--- src/rtl/addsub_pipe_32_if.sv ---
// Handshake and data bundle for the two-stage add/subtract unit.
// The slave view belongs to the unit; the master view belongs to whoever feeds and drains it.
interface addsub_pipe_32_if #(
  parameter int WIDTH = 32
);
  logic             in_valid;
  logic             in_ready;
  logic             op_sub;
  logic [WIDTH-1:0] a;
  logic [WIDTH-1:0] b;
  logic             out_valid;
  logic             out_ready;
  logic [WIDTH-1:0] result;
  logic             carry;
  logic             overflow;
  logic             zero;
  logic             negative;

  modport master (
    output in_valid, op_sub, a, b, out_ready,
    input  in_ready, out_valid, result, carry, overflow, zero, negative
  );

  modport slave (
    input  in_valid, op_sub, a, b, out_ready,
    output in_ready, out_valid, result, carry, overflow, zero, negative
  );
endinterface

--- src/rtl/addsub_pipe_32.sv ---
// Two-stage pipelined add/subtract: stage 1 resolves the low half and hands its carry
// to stage 2, which resolves the high half and the flags. Each half is 4-bit lookahead slices.
module addsub_pipe_32 #(
  parameter int WIDTH = 32
) (
  input  logic              clk,
  input  logic              rst_n,
  addsub_pipe_32_if.slave   bus
);
  localparam int HALF   = WIDTH / 2;
  localparam int NSLICE = HALF / 4;

  // Half-width adder: each 4-bit slice reports block propagate/generate, and the group
  // unit forms every slice carry-in directly from those and cin, so slices never chain.
  function automatic logic [HALF:0] cla_add(input logic [HALF-1:0] x,
                                            input logic [HALF-1:0] y,
                                            input logic            cin);
    logic [HALF-1:0]   p;
    logic [HALF-1:0]   g;
    logic [HALF-1:0]   s;
    logic [NSLICE-1:0] bp;
    logic [NSLICE-1:0] bg;
    logic [NSLICE:0]   c;
    logic              prod;
    logic              cb;
    // NOTE: every local gets a value before any conditional use, so no state is implied.
    p    = x ^ y;
    g    = x & y;
    s    = '0;
    bp   = '0;
    bg   = '0;
    c    = '0;
    prod = 1'b0;
    cb   = 1'b0;

    for (int k = 0; k < NSLICE; k++) begin
      bp[k] = &p[4*k +: 4];
      for (int j = 0; j < 4; j++) begin
        bg[k] = g[4*k+j] | (p[4*k+j] & bg[k]);
      end
    end

    c[0] = cin;
    for (int k = 1; k <= NSLICE; k++) begin
      prod = 1'b1;
      for (int j = k - 1; j >= 0; j--) begin
        c[k] = c[k] | (prod & bg[j]);
        prod = prod & bp[j];
      end
      c[k] = c[k] | (prod & cin);
    end

    for (int k = 0; k < NSLICE; k++) begin
      cb = c[k];
      for (int j = 0; j < 4; j++) begin
        s[4*k+j] = p[4*k+j] ^ cb;
        cb       = g[4*k+j] | (p[4*k+j] & cb);
      end
    end
    return {c[NSLICE], s};
  endfunction

  logic             s1_valid;
  logic [HALF-1:0]  s1_lo;
  logic             s1_c_half;
  logic [HALF-1:0]  s1_a_hi;
  logic [HALF-1:0]  s1_b_hi;

  logic [WIDTH-1:0] b_eff;
  logic [HALF:0]    lo_sum;
  logic [HALF:0]    hi_sum;
  logic [WIDTH-1:0] res_next;
  logic             s2_adv;
  logic             in_ready;
  logic             in_xfer;

  assign b_eff    = bus.op_sub ? ~bus.b : bus.b;
  assign lo_sum   = cla_add(bus.a[HALF-1:0], b_eff[HALF-1:0], bus.op_sub);
  assign hi_sum   = cla_add(s1_a_hi, s1_b_hi, s1_c_half);
  assign res_next = {hi_sum[HALF-1:0], s1_lo};

  assign s2_adv       = s1_valid && (!bus.out_valid || bus.out_ready);
  assign in_ready     = !s1_valid || s2_adv;
  assign in_xfer      = bus.in_valid && in_ready;
  assign bus.in_ready = in_ready;

  // NOTE: sequential state uses <= so every register samples pre-edge values.
  always_ff @(posedge clk or negedge rst_n) begin
    if (!rst_n) begin
      s1_valid <= 1'b0;
    end else if (in_xfer) begin
      s1_valid <= 1'b1;
    end else if (s2_adv) begin
      s1_valid <= 1'b0;
    end
  end

  // NOTE: stage-1 payload is qualified by s1_valid, so it needs no reset.
  always_ff @(posedge clk) begin
    if (in_xfer) begin
      s1_lo     <= lo_sum[HALF-1:0];
      s1_c_half <= lo_sum[HALF];
      s1_a_hi   <= bus.a[WIDTH-1:HALF];
      s1_b_hi   <= b_eff[WIDTH-1:HALF];
    end
  end

  // Output register doubles as the stall buffer: it only changes on a stage-2 advance.
  always_ff @(posedge clk or negedge rst_n) begin
    if (!rst_n) begin
      bus.out_valid <= 1'b0;
      bus.result    <= '0;
      bus.carry     <= 1'b0;
      bus.overflow  <= 1'b0;
      bus.zero      <= 1'b0;
      bus.negative  <= 1'b0;
    end else if (s2_adv) begin
      bus.out_valid <= 1'b1;
      bus.result    <= res_next;
      bus.carry     <= hi_sum[HALF];
      bus.overflow  <= (s1_a_hi[HALF-1] == s1_b_hi[HALF-1]) &&
                       (res_next[WIDTH-1] != s1_a_hi[HALF-1]);
      bus.zero      <= ~|res_next;
      bus.negative  <= res_next[WIDTH-1];
    end else if (bus.out_ready) begin
      bus.out_valid <= 1'b0;
    end
  end
endmodule

--- src/flat_wrapper.sv ---
// flat-port wrapper written by rule: the top's interface ports become plain ports
module addsub_pipe_32_flat 
#(
  parameter int WIDTH = 32
)
  (clk, rst_n, bus_in_valid, bus_op_sub, bus_a, bus_b, bus_out_ready, bus_in_ready, bus_out_valid, bus_result, bus_carry, bus_overflow, bus_zero, bus_negative);
  addsub_pipe_32_if #(.WIDTH(WIDTH)) bus_i ();
  input  logic clk;
  input  logic rst_n;
  input wire logic [$bits(bus_i.in_valid)-1:0] bus_in_valid;
  input wire logic [$bits(bus_i.op_sub)-1:0] bus_op_sub;
  input wire logic [$bits(bus_i.a)-1:0] bus_a;
  input wire logic [$bits(bus_i.b)-1:0] bus_b;
  input wire logic [$bits(bus_i.out_ready)-1:0] bus_out_ready;
  output wire logic [$bits(bus_i.in_ready)-1:0] bus_in_ready;
  output wire logic [$bits(bus_i.out_valid)-1:0] bus_out_valid;
  output wire logic [$bits(bus_i.result)-1:0] bus_result;
  output wire logic [$bits(bus_i.carry)-1:0] bus_carry;
  output wire logic [$bits(bus_i.overflow)-1:0] bus_overflow;
  output wire logic [$bits(bus_i.zero)-1:0] bus_zero;
  output wire logic [$bits(bus_i.negative)-1:0] bus_negative;
  assign bus_i.in_valid = bus_in_valid;
  assign bus_i.op_sub = bus_op_sub;
  assign bus_i.a = bus_a;
  assign bus_i.b = bus_b;
  assign bus_i.out_ready = bus_out_ready;
  assign bus_in_ready = bus_i.in_ready;
  assign bus_out_valid = bus_i.out_valid;
  assign bus_result = bus_i.result;
  assign bus_carry = bus_i.carry;
  assign bus_overflow = bus_i.overflow;
  assign bus_zero = bus_i.zero;
  assign bus_negative = bus_i.negative;
  addsub_pipe_32 #(.WIDTH(WIDTH)) u_core (.clk(clk), .rst_n(rst_n), .bus(bus_i));
endmodule
--- config.mk ---
export PLATFORM = sky130hd
export DESIGN_NAME = addsub_pipe_32_flat
export DESIGN_NICKNAME = d
export VERILOG_FILES = /design/src/rtl/addsub_pipe_32_if.sv /design/src/rtl/addsub_pipe_32.sv /design/src/flat_wrapper.sv
export SDC_FILE = /design/constraint.sdc
export NUM_CORES = 1
export LEC_CHECK = 0
export ABC_AREA = 1
export BUFFER_PORTS_ARGS = -buffer_cell sky130_fd_sc_hd__buf_4
export CAP_MARGIN = 10
export CORE_MARGIN = 8
export CORE_UTILIZATION = 50
export DETAILED_ROUTE_END_ITERATION = 8
export PLACE_DENSITY = 0.77
export SYNTH_ARGS = -nofsm -noshare
export SYNTH_HDL_FRONTEND = slang
export SYNTH_SLANG_ARGS = --single-unit
--- constraint.sdc ---
create_clock -name clk -period 3.2 [get_ports clk]
set_input_delay 0.32 -clock clk [delete_from_list [all_inputs] [get_ports clk]]
set_output_delay 0.32 -clock clk [all_outputs]
set_load 0.01 [all_outputs]
After elaboration in Yosys (flattened, before gate mapping)
Cells that the tools add are included.
- flip-flop bits (word level): 87
- output and inout port bits: 38
- bits of input ports: 69
- multiplexer cells: 5
- eq/ne operators: 2
- reduce and logical (&&, ||, !) cells: 19
- bitwise gates (word level): 185
- operators with widths (operator ; count):
    AND 1 bit ; 80
    bitwise OR 1 bit ; 68
    AND 16 bit ; 2
    2-to-1 mux 32 bit ; 1
    inverter 32 bit ; 1
    AND reduction 4 bit ; 8
    OR reduction 32 bit ; 1
    XOR 1 bit ; 32
    XOR 16 bit ; 2
    2-to-1 mux 1 bit ; 4
    nonzero test 2 bit ; 2
    logical AND 1 bit ; 3
    logical NOT 1 bit ; 3
    logical OR 1 bit ; 2
    == test 1 bit ; 1
    inequality test 1 bit ; 1

Depth between registers and ports, before layout
Gate-level depths: netlist (run 1).
- depth after elaboration: 20
- mapped depth: 19

Worst setup path after synthesis (run 1)
OpenSTA, ideal clock, no wires.
- path kind: register to register
- start: reg u_core.s1_b_hi[6]
- end: reg u_core.bus.zero
- cell stages (with the launch flop): 18
- setup time: 0.065 ns
- setup slack: 0.014 ns
- arrival time: 3.121 ns
- data required time: 3.135 ns
- buffers on the path: 0
- clock period less this slack: 3.186 ns
- cells stage by stage: edfxtp_1 > ha_1 > a21oi_1 > nand2_1 > nand2_1 > nand2_1 > a21oi_1 > nand3_1 > fa_1 > fa_1 > fa_1 > inv_1 > nand4_1 > nor2_1 > nand2_1 > nor3_2 > nand2_1 > nand2_1
- elaborated cells between the ends (all ways): 46
- RTL lines (item ; line ; RTL):
    from (decl) ; addsub_pipe_32.sv:67 ; logic [HALF-1:0] s1_b_hi;
    from (signal assigned) ; addsub_pipe_32.sv:104 ; s1_b_hi <= b_eff[WIDTH-1:HALF];
    XOR 16 bit ; addsub_pipe_32.sv:27 ; p = x ^ y;
    AND 1 bit ; addsub_pipe_32.sv:39 ; bg[k] = g[4*k+j] | (p[4*k+j] & bg[k]);
    bitwise OR 1 bit ; addsub_pipe_32.sv:39 ;
    AND 1 bit ; addsub_pipe_32.sv:39 ;
    bitwise OR 1 bit ; addsub_pipe_32.sv:39 ;
    AND 1 bit ; addsub_pipe_32.sv:47 ; c[k] = c[k] | (prod & bg[j]);
    bitwise OR 1 bit (2 in a row) ; addsub_pipe_32.sv:47 ;
    bitwise OR 1 bit * ; addsub_pipe_32.sv:50 ; c[k] = c[k] | (prod & cin);
    AND 1 bit * ; addsub_pipe_32.sv:57 ; cb = g[4*k+j] | (p[4*k+j] & cb);
    bitwise OR 1 bit * ; addsub_pipe_32.sv:57 ;
    AND 1 bit * ; addsub_pipe_32.sv:57 ;
    bitwise OR 1 bit * ; addsub_pipe_32.sv:57 ;
    XOR 1 bit * ; addsub_pipe_32.sv:56 ; s[4*k+j] = p[4*k+j] ^ cb;
    net u_core.hi_sum[14] ; addsub_pipe_32.sv:71 ; logic [HALF:0] hi_sum;
    OR reduction 32 bit * ; addsub_pipe_32.sv:123 ; bus.zero <= ~|res_next;
    logical NOT 1 bit * ; addsub_pipe_32.sv:123 ;
    to (signal assigned) ; addsub_pipe_32.sv:123 ;
    to (decl) ; addsub_pipe_32_if.sv:26 ; output in_ready, out_valid, result, carry, overflow, zero, negative
The timed path passes the listed nets; every way through them passes the cells marked *.
A chain may end at the register's enable or synchronous reset.

Worst setup path in the final report (run 1)
- start: reg u_core.s1_a_hi[6]
- end: reg u_core.bus.zero
- elaborated cells between the ends (all ways): 46
- RTL lines (item ; line ; RTL):
    from (decl) ; addsub_pipe_32.sv:66 ; logic [HALF-1:0] s1_a_hi;
    from (signal assigned) ; addsub_pipe_32.sv:103 ; s1_a_hi <= bus.a[WIDTH-1:HALF];
    XOR 16 bit ; addsub_pipe_32.sv:27 ;
    AND 1 bit ; addsub_pipe_32.sv:39 ;
    bitwise OR 1 bit ; addsub_pipe_32.sv:39 ;
    AND 1 bit ; addsub_pipe_32.sv:39 ;
    bitwise OR 1 bit ; addsub_pipe_32.sv:39 ;
    AND 1 bit ; addsub_pipe_32.sv:47 ;
    bitwise OR 1 bit (2 in a row) ; addsub_pipe_32.sv:47 ;
    bitwise OR 1 bit * ; addsub_pipe_32.sv:50 ;
    AND 1 bit * ; addsub_pipe_32.sv:57 ;
    bitwise OR 1 bit * ; addsub_pipe_32.sv:57 ;
    AND 1 bit * ; addsub_pipe_32.sv:57 ;
    bitwise OR 1 bit * ; addsub_pipe_32.sv:57 ;
    XOR 1 bit * ; addsub_pipe_32.sv:56 ;
    net u_core.hi_sum[14] ; addsub_pipe_32.sv:71 ;
    OR reduction 32 bit * ; addsub_pipe_32.sv:123 ;
    logical NOT 1 bit * ; addsub_pipe_32.sv:123 ;
Marks and branches as above.

==> results of run 1 <==
-- per-layer routing --
| metal | vias up | wire length [µm] | global-route usage | part of all wire |
|---|---|---|---|---|
| met4 | 0 | 186 | 0.05877 | 0.017 |
| met5 | - | 0 | 0 | 0 |
| li1 | 1745 | - | - | - |
| met1 | 1690 | 4682 | 0.2064 | 0.44 |
| met2 | 106 | 5168 | 0.2709 | 0.49 |
| met3 | 18 | 600 | 0.03283 | 0.056 |
-- state kept, by name (all words and copies together), names as in the netlist --
register and cells:
u_core.bus.result 32, u_core.s1_a_hi 16, u_core.s1_b_hi 16, u_core.s1_lo 16, u_core.bus.carry 1, u_core.bus.out_valid 1, u_core.bus.overflow 1, u_core.bus.zero 1
u_core.s1_c_half 1, u_core.s1_valid 1
-- worst max-delay path by stage --
| stage | end | depth (start not counted) |
|---|---|---|
| final | u_core.bus.zero | 17 |
| after global routing | u_core.bus.zero | 17 |
| after floorplan | u_core.bus.zero | 17 |
| after global placement | u_core.bus.zero | 17 |
| after CTS | u_core.bus.zero | 17 |
| after detailed placement | u_core.bus.zero | 17 |
-- cell families after synthesis --
family	Yosys count	synth area share
compound gates	42	0.06781
xor+xnor	42	0.07411
fa+ha+maj	55	0.1734
buf+inv	89	0.08066
flops	86	0.4830
mux	1	0.002017
simple gates	139	0.1190
-- synth_stat cells (all sizes together) --
cell / instances
edfxtp: 49
and3: 2
o21bai: 2
ha: 32
dfrtp: 37
nor2: 19
o31ai: 1
nand3: 15
o21a: 1
nand4: 11
a21o: 1
clkinv: 1
xor2: 24
xnor2: 18
nand2: 90
buf: 11
mux2i: 1
a21oi: 11
nor3: 2
inv: 77
fa: 23
o21ai: 26
-- cell type report --
type | count | share of cell area
multi-input cells | 279 | 0.3461
clock buffers | 14 | 0.03037
well taps | 133 | 0.02589
clock inverters | 2 | 0.005451
repair buffers | 148 | 0.1733
flip-flops and latches | 86 | 0.3730
inverters | 78 | 0.04594
-- stage by stage --
step | util | setup slack (ns) | hold slack, ns
2_1_floorplan | - | 0.01413 | 0.02441
3_3_place_gp | 0.6274 | -0.05277 | 0.3003
3_5_place_dp | 0.6274 | -0.1581 | 0.3049
4_1_cts | 0.6556 | 0.02046 | 0.1266
5_1_grt | 0.6637 | -0.1414 | 0.1244
6_report | 0.6637 | 0.05811 | 0.1415
-- what timing repair did --
item	in CTS	in global routing
setup buffers	0	7
gates resized for setup	8	6
hold endpoints to repair	37	0
hold buffers	1	0
pin swaps	2	12
setup endpoints to repair	5	4
-- worst register-to-register path, delay by kind of cell (launching register included) --
kind / cells / cell delay (ns)
fa+ha+maj: 4 / 1.51
simple gates: 10 / 0.83
flops: 1 / 0.44
compound gates: 2 / 0.24
buf+inv: 1 / 0.07
-- report_power, final --
group / internal, mW / total (mW) / switching [mW] / leakage, nW
Clock: 0.477 / 0.842 / 0.365 / 0.117
Sequential: 1.43 / 1.57 / 0.140 / 0.926
Combinational: 0.596 / 1.24 / 0.643 / 2.10
==> metrics.sh, run 1 <==
RUN_STATUS='completed'
CRITICALPATHCATEGORY='flip-flop to flip-flop'
START_UTIL=0.5125
CTSLONGESTPATHBUFFERS=2
CTS_INSERTED_BUFFERS=9
HP-CLASS='input pin to flip-flop'
FINAL.SETUP.TNS_NS=0
R2R.WORST_PATH.CELLS=17
SYNTH_TOP_CELLS_BY_AREA='edfxtp_1 (30%), dfrtp_1 (19%), fa_1 (9.3%), ha_1 (8.1%), nand2_1 (6.7%)'
POST-SYNTH-TOP-AREA-FRACTION=0.2964
LAYOUT.CELLS.NON_FILLER=740
CRIT_BUF_INV=1
ROUTED_WIRE_LENGTH_PER_INSTANCE_UM=14.38
GR-USAGE-ALL-LAYERS=0.1628
SYNTHESIS.AREA_PER_INSTANCE_UM2=10.93
FILLERS=766
WORST_SETUP_HOLD_PATH_CLK_SLEW_NS=0.09
DETAIL_ROUTE.VIAS_PER_CELL=4.809
DIODES_INSERTED=0
DETAILED_PLACE_HPWL_MM=8.390
DETAIL_ROUTE.WIRELENGTH_MM=10.64
MOST_COMMON_CELL_AFTER_LAYOUT_FILL_AND_TAPS_ASIDE='buf_4'
SYNTHESIS.NETS=578
SETUP.WORST_PATH.END_CLASS='flip-flop'
MIN_DELAY_WORST_ENDPOINT='u_core.s1_a_hi[8]'
SLEW_HEADROOM=0.3120
MIN-DELAY-START='bus_a[24]'
CRITPATHMAXFANOUT=3
SLOWEST_DELAY_NS=0.47
AREA.SEQUENTIAL_UM2=2397
TIMING.MAX_CAP.VIOLATIONS=0
PLACED_CELL_COUNT=716
ROUTED-VIA-COUNT=3559
WORSTREG2REGEND='u_core.bus.zero'
FINAL_ANTENNA_NET_COUNT=0
POST-ROUTE-DRC-COUNT=0
WORST_R2R_STARTPOINT='u_core.s1_a_hi[6]'
CRITPATHARRIVALTIME_NS=3.43
TIMING.CRITICAL_PATH.FROM='u_core.s1_a_hi[6]'
COUNT_OF_BOUNDARY_I_O_PINS=107
CTS_TREE='done'
SLEW_VIOL_FINAL=0
PLACEABLECOREAREA_UM2=9684
YOSYS.AREA.TOP_TYPE='edfxtp_1'
CLOCK_INSERTION_DELAY_WORST_SKEW_NS=0.35
SEQ_AREA_FRAC_SYNTH=0.4830
INSTANCE_COUNT_ALONG_THE_MOST_CRITICAL_HOLD_PATH=1
MOSTFREQUENTLAYOUTCELLS='buf_4 (147), nand2_1 (87), inv_1 (73)'
YOSYS_WARNINGS=0
DETAILED_PLACE.AREA_UM2=6076
FP.DIEW_UM=115.6
GRT-OVFL-TOTAL=0
MULTIINPUTGATEAREA_UM2=2225
DIE-HEIGHT_UM=115.6
IO_BUFFER_COUNT=106
STATIC_POWER_DUE_TO_LEAKAGE_nW=3.143
FINAL_DESIGN_AREA_NO_FILL_UM2=6427
TIMING.CLOCK.SKEW_NS=0.01116
STARTPOINT_TYPE_OF_THE_WORST_SETUP_PATH='flip-flop'
YS_FF_LATCH=86
TIMING.FINAL.CRIT_PERIOD_NS=3.142
MAX_SLEW.WORST_PIN.SLEW_NS=1.032
FIRST_GLOBAL_VIAS=3686
FINAL_PERIOD_UTILIZATION=0.9818
DETAILED_ROUTER_ITERATION_COUNT_BEFORE_ANTENNA_REPAIR=4
CRITPATHTOPFAMILY='adder cells'
SYN-CELL-AREA_UM2=4964
CLOCK_SINK_COUNT=86
AREAGROWTHSYNTHTOFINISH_PCT=29.49
VDD_IR_DROP_MAX_mV=0.2689
SYNTH_CELL_TYPE_COUNT=30
P_PER_AREA_nW_PER_UM2=567.7
GRT_START_MAX_NET_PINS=63
CLOCK_TREE.ROOT_CELL='clkbuf_8'
NETS=726
H-TREE-DEPTH=3
GRT_SETUP_UNREPAIRED='true'
WORSTPATHCELLLIST='ha_4 -> a21oi_2 -> nand2_1 -> nand2_2 -> nand2_2 -> a21oi_1 -> nand3_1 -> fa_2 -> fa_2 -> fa_1 -> inv_2 -> nand4_1 -> nor2_1 -> nand2_1 -> nor3_2 -> nand2_1 -> nand2_1'
R2R_SLACK_NS=0.06
CPMAXSTAGEDELAYCELL='fa_1'
FP-ROW-COUNT=36
DESIGN_POWER_mW=3.649
CRITPATHREQUIREDTIME_NS=3.48
ACHIEVABLE-FREQUENCY_MHz=318.3
PLACE_CONGESTION=0.8841
ANTENNA_FOUND_INITIAL=0
REPORT.FINAL.SETUP_VIOL=0
LAYOUT_CELL_SHARE_WITH_DRIVE_STRENGTH_BEYOND_1=0.3460
HOLD_VIOL_FINAL=0
SYNTHESIS.INSTANCES=454
GRT_FIRST_PASS_WIRELENGTH_MM=17.19
CP_COMMON_CELL='nand2_1'
DIE_AREA_UM2=13370
DRT-INITIAL-DRC-COUNT=235
No activity file was read; power rests on OpenSTA's default activity.
==> inputs of run 2 (changes only) <==
--- a/config.mk
+++ b/config.mk
@@ -13,2 +13,3 @@
 export DETAILED_ROUTE_END_ITERATION = 8
+export GPL_TIMING_DRIVEN = 0
 export PLACE_DENSITY = 0.77
--- a/constraint.sdc
+++ b/constraint.sdc
@@ -3,2 +3,2 @@
 set_output_delay 0.32 -clock clk [all_outputs]
-set_load 0.01 [all_outputs]
+set_load 0.1 [all_outputs]
==> run 2 against run 1 <==
Against the previous run:
- total power increased by 27%
- global-route usage increased by 0.93 points
- utilization shrank 0.98 points
- critical path depth unchanged
- critical path type unchanged
- critical endpoint unchanged
==> metrics.sh, run 2 (synthesized netlist as in run 1, its figures left out) <==
CTS_INSERTED_BUFFERS=9  # unchanged
CTS_TREE='done'
MOST_COMMON_CELL_AFTER_LAYOUT_FILL_AND_TAPS_ASIDE='buf_4'
POST-ROUTE-DRC-COUNT=0  # unchanged
DETAILED_ROUTER_ITERATION_COUNT_BEFORE_ANTENNA_REPAIR=4  # unchanged
FINAL_PERIOD_UTILIZATION=0.9906  # +0.008714
WORST_SETUP_HOLD_PATH_CLK_SLEW_NS=0.08  # about the same
CRITPATHREQUIREDTIME_NS=3.51  # +0.03 ns
MULTIINPUTGATEAREA_UM2=2273  # +2.2%
DETAIL_ROUTE.WIRELENGTH_MM=10.91  # +2.5%
DIODES_INSERTED=0  # unchanged
CTSLONGESTPATHBUFFERS=2  # unchanged
LARGEST_REGISTER_FFS=32  # unchanged
SETUP.WORST_PATH.END_CLASS='flip-flop'
HP-CLASS='input pin to flip-flop'
CLOCK_INSERTION_DELAY_WORST_SKEW_NS=0.37  # +0.02 ns
ROUTED-VIA-COUNT=3410  # -4.2%
HOLD_VIOL_FINAL=0  # unchanged
P_PER_AREA_nW_PER_UM2=729.5  # +29%
GRT_START_MAX_NET_PINS=38  # -40%
DRT-INITIAL-DRC-COUNT=146  # -38%
GRT-OVFL-TOTAL=0  # unchanged
AREAGROWTHSYNTHTOFINISH_PCT=27.58
STARTPOINT_TYPE_OF_THE_WORST_SETUP_PATH='flip-flop'
COUNT_OF_BOUNDARY_I_O_PINS=107  # unchanged
FINAL_DESIGN_AREA_NO_FILL_UM2=6332  # -1.5%
TIMING.FINAL.CRIT_PERIOD_NS=3.170  # +0.02789 ns
LAYOUT_CELL_SHARE_WITH_DRIVE_STRENGTH_BEYOND_1=0.3396  # -0.006405
TIMING.CLOCK.SKEW_NS=0.01003  # -0.001132 ns
FINAL.SETUP.TNS_NS=0  # unchanged
VDD_IR_DROP_MAX_mV=0.4736  # +76%
DETAIL_ROUTE.VIAS_PER_CELL=4.723  # -1.8%
DETAILED_PLACE_HPWL_MM=8.518  # +1.5%
LARGEST-REGISTER='u_core.bus.result'
FIRST_GLOBAL_VIAS=3643  # -1.2%
FILLERS=745  # -2.7%
RUN_STATUS='completed'
DESIGN_POWER_mW=4.620  # +27%
PLACEABLECOREAREA_UM2=9684  # unchanged
PLACE_CONGESTION=0.8453  # -4.4%
FINAL_ANTENNA_NET_COUNT=0  # unchanged
SLEW_VIOL_FINAL=0  # unchanged
GR-USAGE-ALL-LAYERS=0.1721  # +0.009300
STATIC_POWER_DUE_TO_LEAKAGE_nW=3.072  # -2.3%
MOSTFREQUENTLAYOUTCELLS='buf_4 (122), nand2_1 (87), inv_1 (72)'
FP-ROW-COUNT=36  # unchanged
DIE-HEIGHT_UM=115.6  # unchanged
REPORT.FINAL.SETUP_VIOL=0  # unchanged
FP.DIEW_UM=115.6  # unchanged
SLEW_HEADROOM=0.6615  # +0.3495
CRITICALPATHCATEGORY='flip-flop to flip-flop'
DETAILED_PLACE.AREA_UM2=5943  # -2.2%
CRITPATHARRIVALTIME_NS=3.48  # +0.05 ns
CLOCK_TREE.ROOT_CELL='clkbuf_8'
GRT_SETUP_UNREPAIRED='true'
MAX_SLEW.WORST_PIN.SLEW_NS=0.5070  # -0.5250 ns
CRITPATHMAXFANOUT=3  # unchanged
DIE_AREA_UM2=13370  # unchanged
ROUTED_WIRE_LENGTH_PER_INSTANCE_UM=15.10  # +5.1%
LAYOUT.CORE_UTILIZATION=0.6539  # -0.009819
AREA.SEQUENTIAL_UM2=2397  # unchanged
START_UTIL=0.5125  # unchanged
TIMING.MAX_CAP.VIOLATIONS=0  # unchanged
ANTENNA_FOUND_INITIAL=0  # unchanged
GRT_FIRST_PASS_WIRELENGTH_MM=17.73  # +3.1%
H-TREE-DEPTH=3  # unchanged
NETS=708  # -2.5%
ACHIEVABLE-FREQUENCY_MHz=315.5  # -0.88%
IO_BUFFER_COUNT=105  # -0.94%
CLOCK_SINK_COUNT=86  # unchanged
## run 2: final cells by class
| class | count | share of cell area |
|---|---|---|
| multi-input combinational | 279 | 0.3590 |
| tap | 133 | 0.02628 |
| inverter | 78 | 0.04663 |
| clock inverter | 3 | 0.002569 |
| clock buffer | 13 | 0.02687 |
| buffer | 11 | 0.01660 |
| timing repair buffer | 119 | 0.1434 |
| sequential | 86 | 0.3786 |
## run 2: metrics by stage
step / setup WS [ns] / hold slack (ns) / std cells
floorplan: 0.01147 / 0.02441 / 454
global placement: -0.2766 / 0.3005 / 692
detailed placement: -0.3571 / 0.3055 / 693
CTS: 0.003886 / 0.1085 / 715
global route: -0.2035 / 0.1017 / 722
finish: 0.03022 / 0.1245 / 722
## run 2: what timing repair did
action | 4_1_cts | 5_1_grt
gates resized for setup | 12 | 9
buffers inserted | 5 | 7
endpoints found under the setup margin | 4 | 4
pin swaps | 6 | 7
endpoints found under the hold margin | 37 | 0
hold buffers | 1 | 0
## run 2: report_power, final
part	internal, mW	switching [mW]
sequential	1.43	0.140
clock	0.349	0.384
combinational	0.605	1.72
## run 2: worst paths after layout
| path | start | endpoint | slack (ns) | cells after the start |
|---|---|---|---|---|
| min | bus_a[19] | u_core.s1_a_hi[3] | 0.12 | 1 |
| min in group asynchronous | rst_n | u_core.bus.result[7] | 0.43 | 2 |
| max reg2reg | u_core.s1_a_hi[6] | u_core.bus.zero | 0.03 | 17 |
| max | u_core.s1_a_hi[6] | u_core.bus.zero | 0.03 | 17 |
| min reg2reg | u_core.bus.zero | u_core.bus.zero | 0.49 | 2 |
| max in group asynchronous | rst_n | u_core.bus.result[13] | 2.42 | 2 |
## run 2: critical path, cell delays in order (launching register included)
cell      delay, ns
edfxtp_1       0.44
ha_4           0.28
a21oi_2        0.11
nand2_1        0.08
nand2_2        0.09
nand2_2        0.08
a21oi_2        0.13
nand3_2        0.09
fa_2           0.37
fa_2           0.36
fa_1           0.53
inv_2          0.07
nand4_1        0.09
nor2_1         0.10
nand2_1        0.07
nor3_2         0.09
nand2_1        0.07
nand2_1        0.05
## run 2: layer usage
layer	up-vias	global-route usage	wire length (µm)	part of all wire
li1	1713	-	-	-
met1	1605	0.2132	4730	0.43
met2	80	0.2860	5431	0.50
met3	12	0.03960	577	0.053
met4	0	0.06742	166	0.015
met5	-	0	0	0
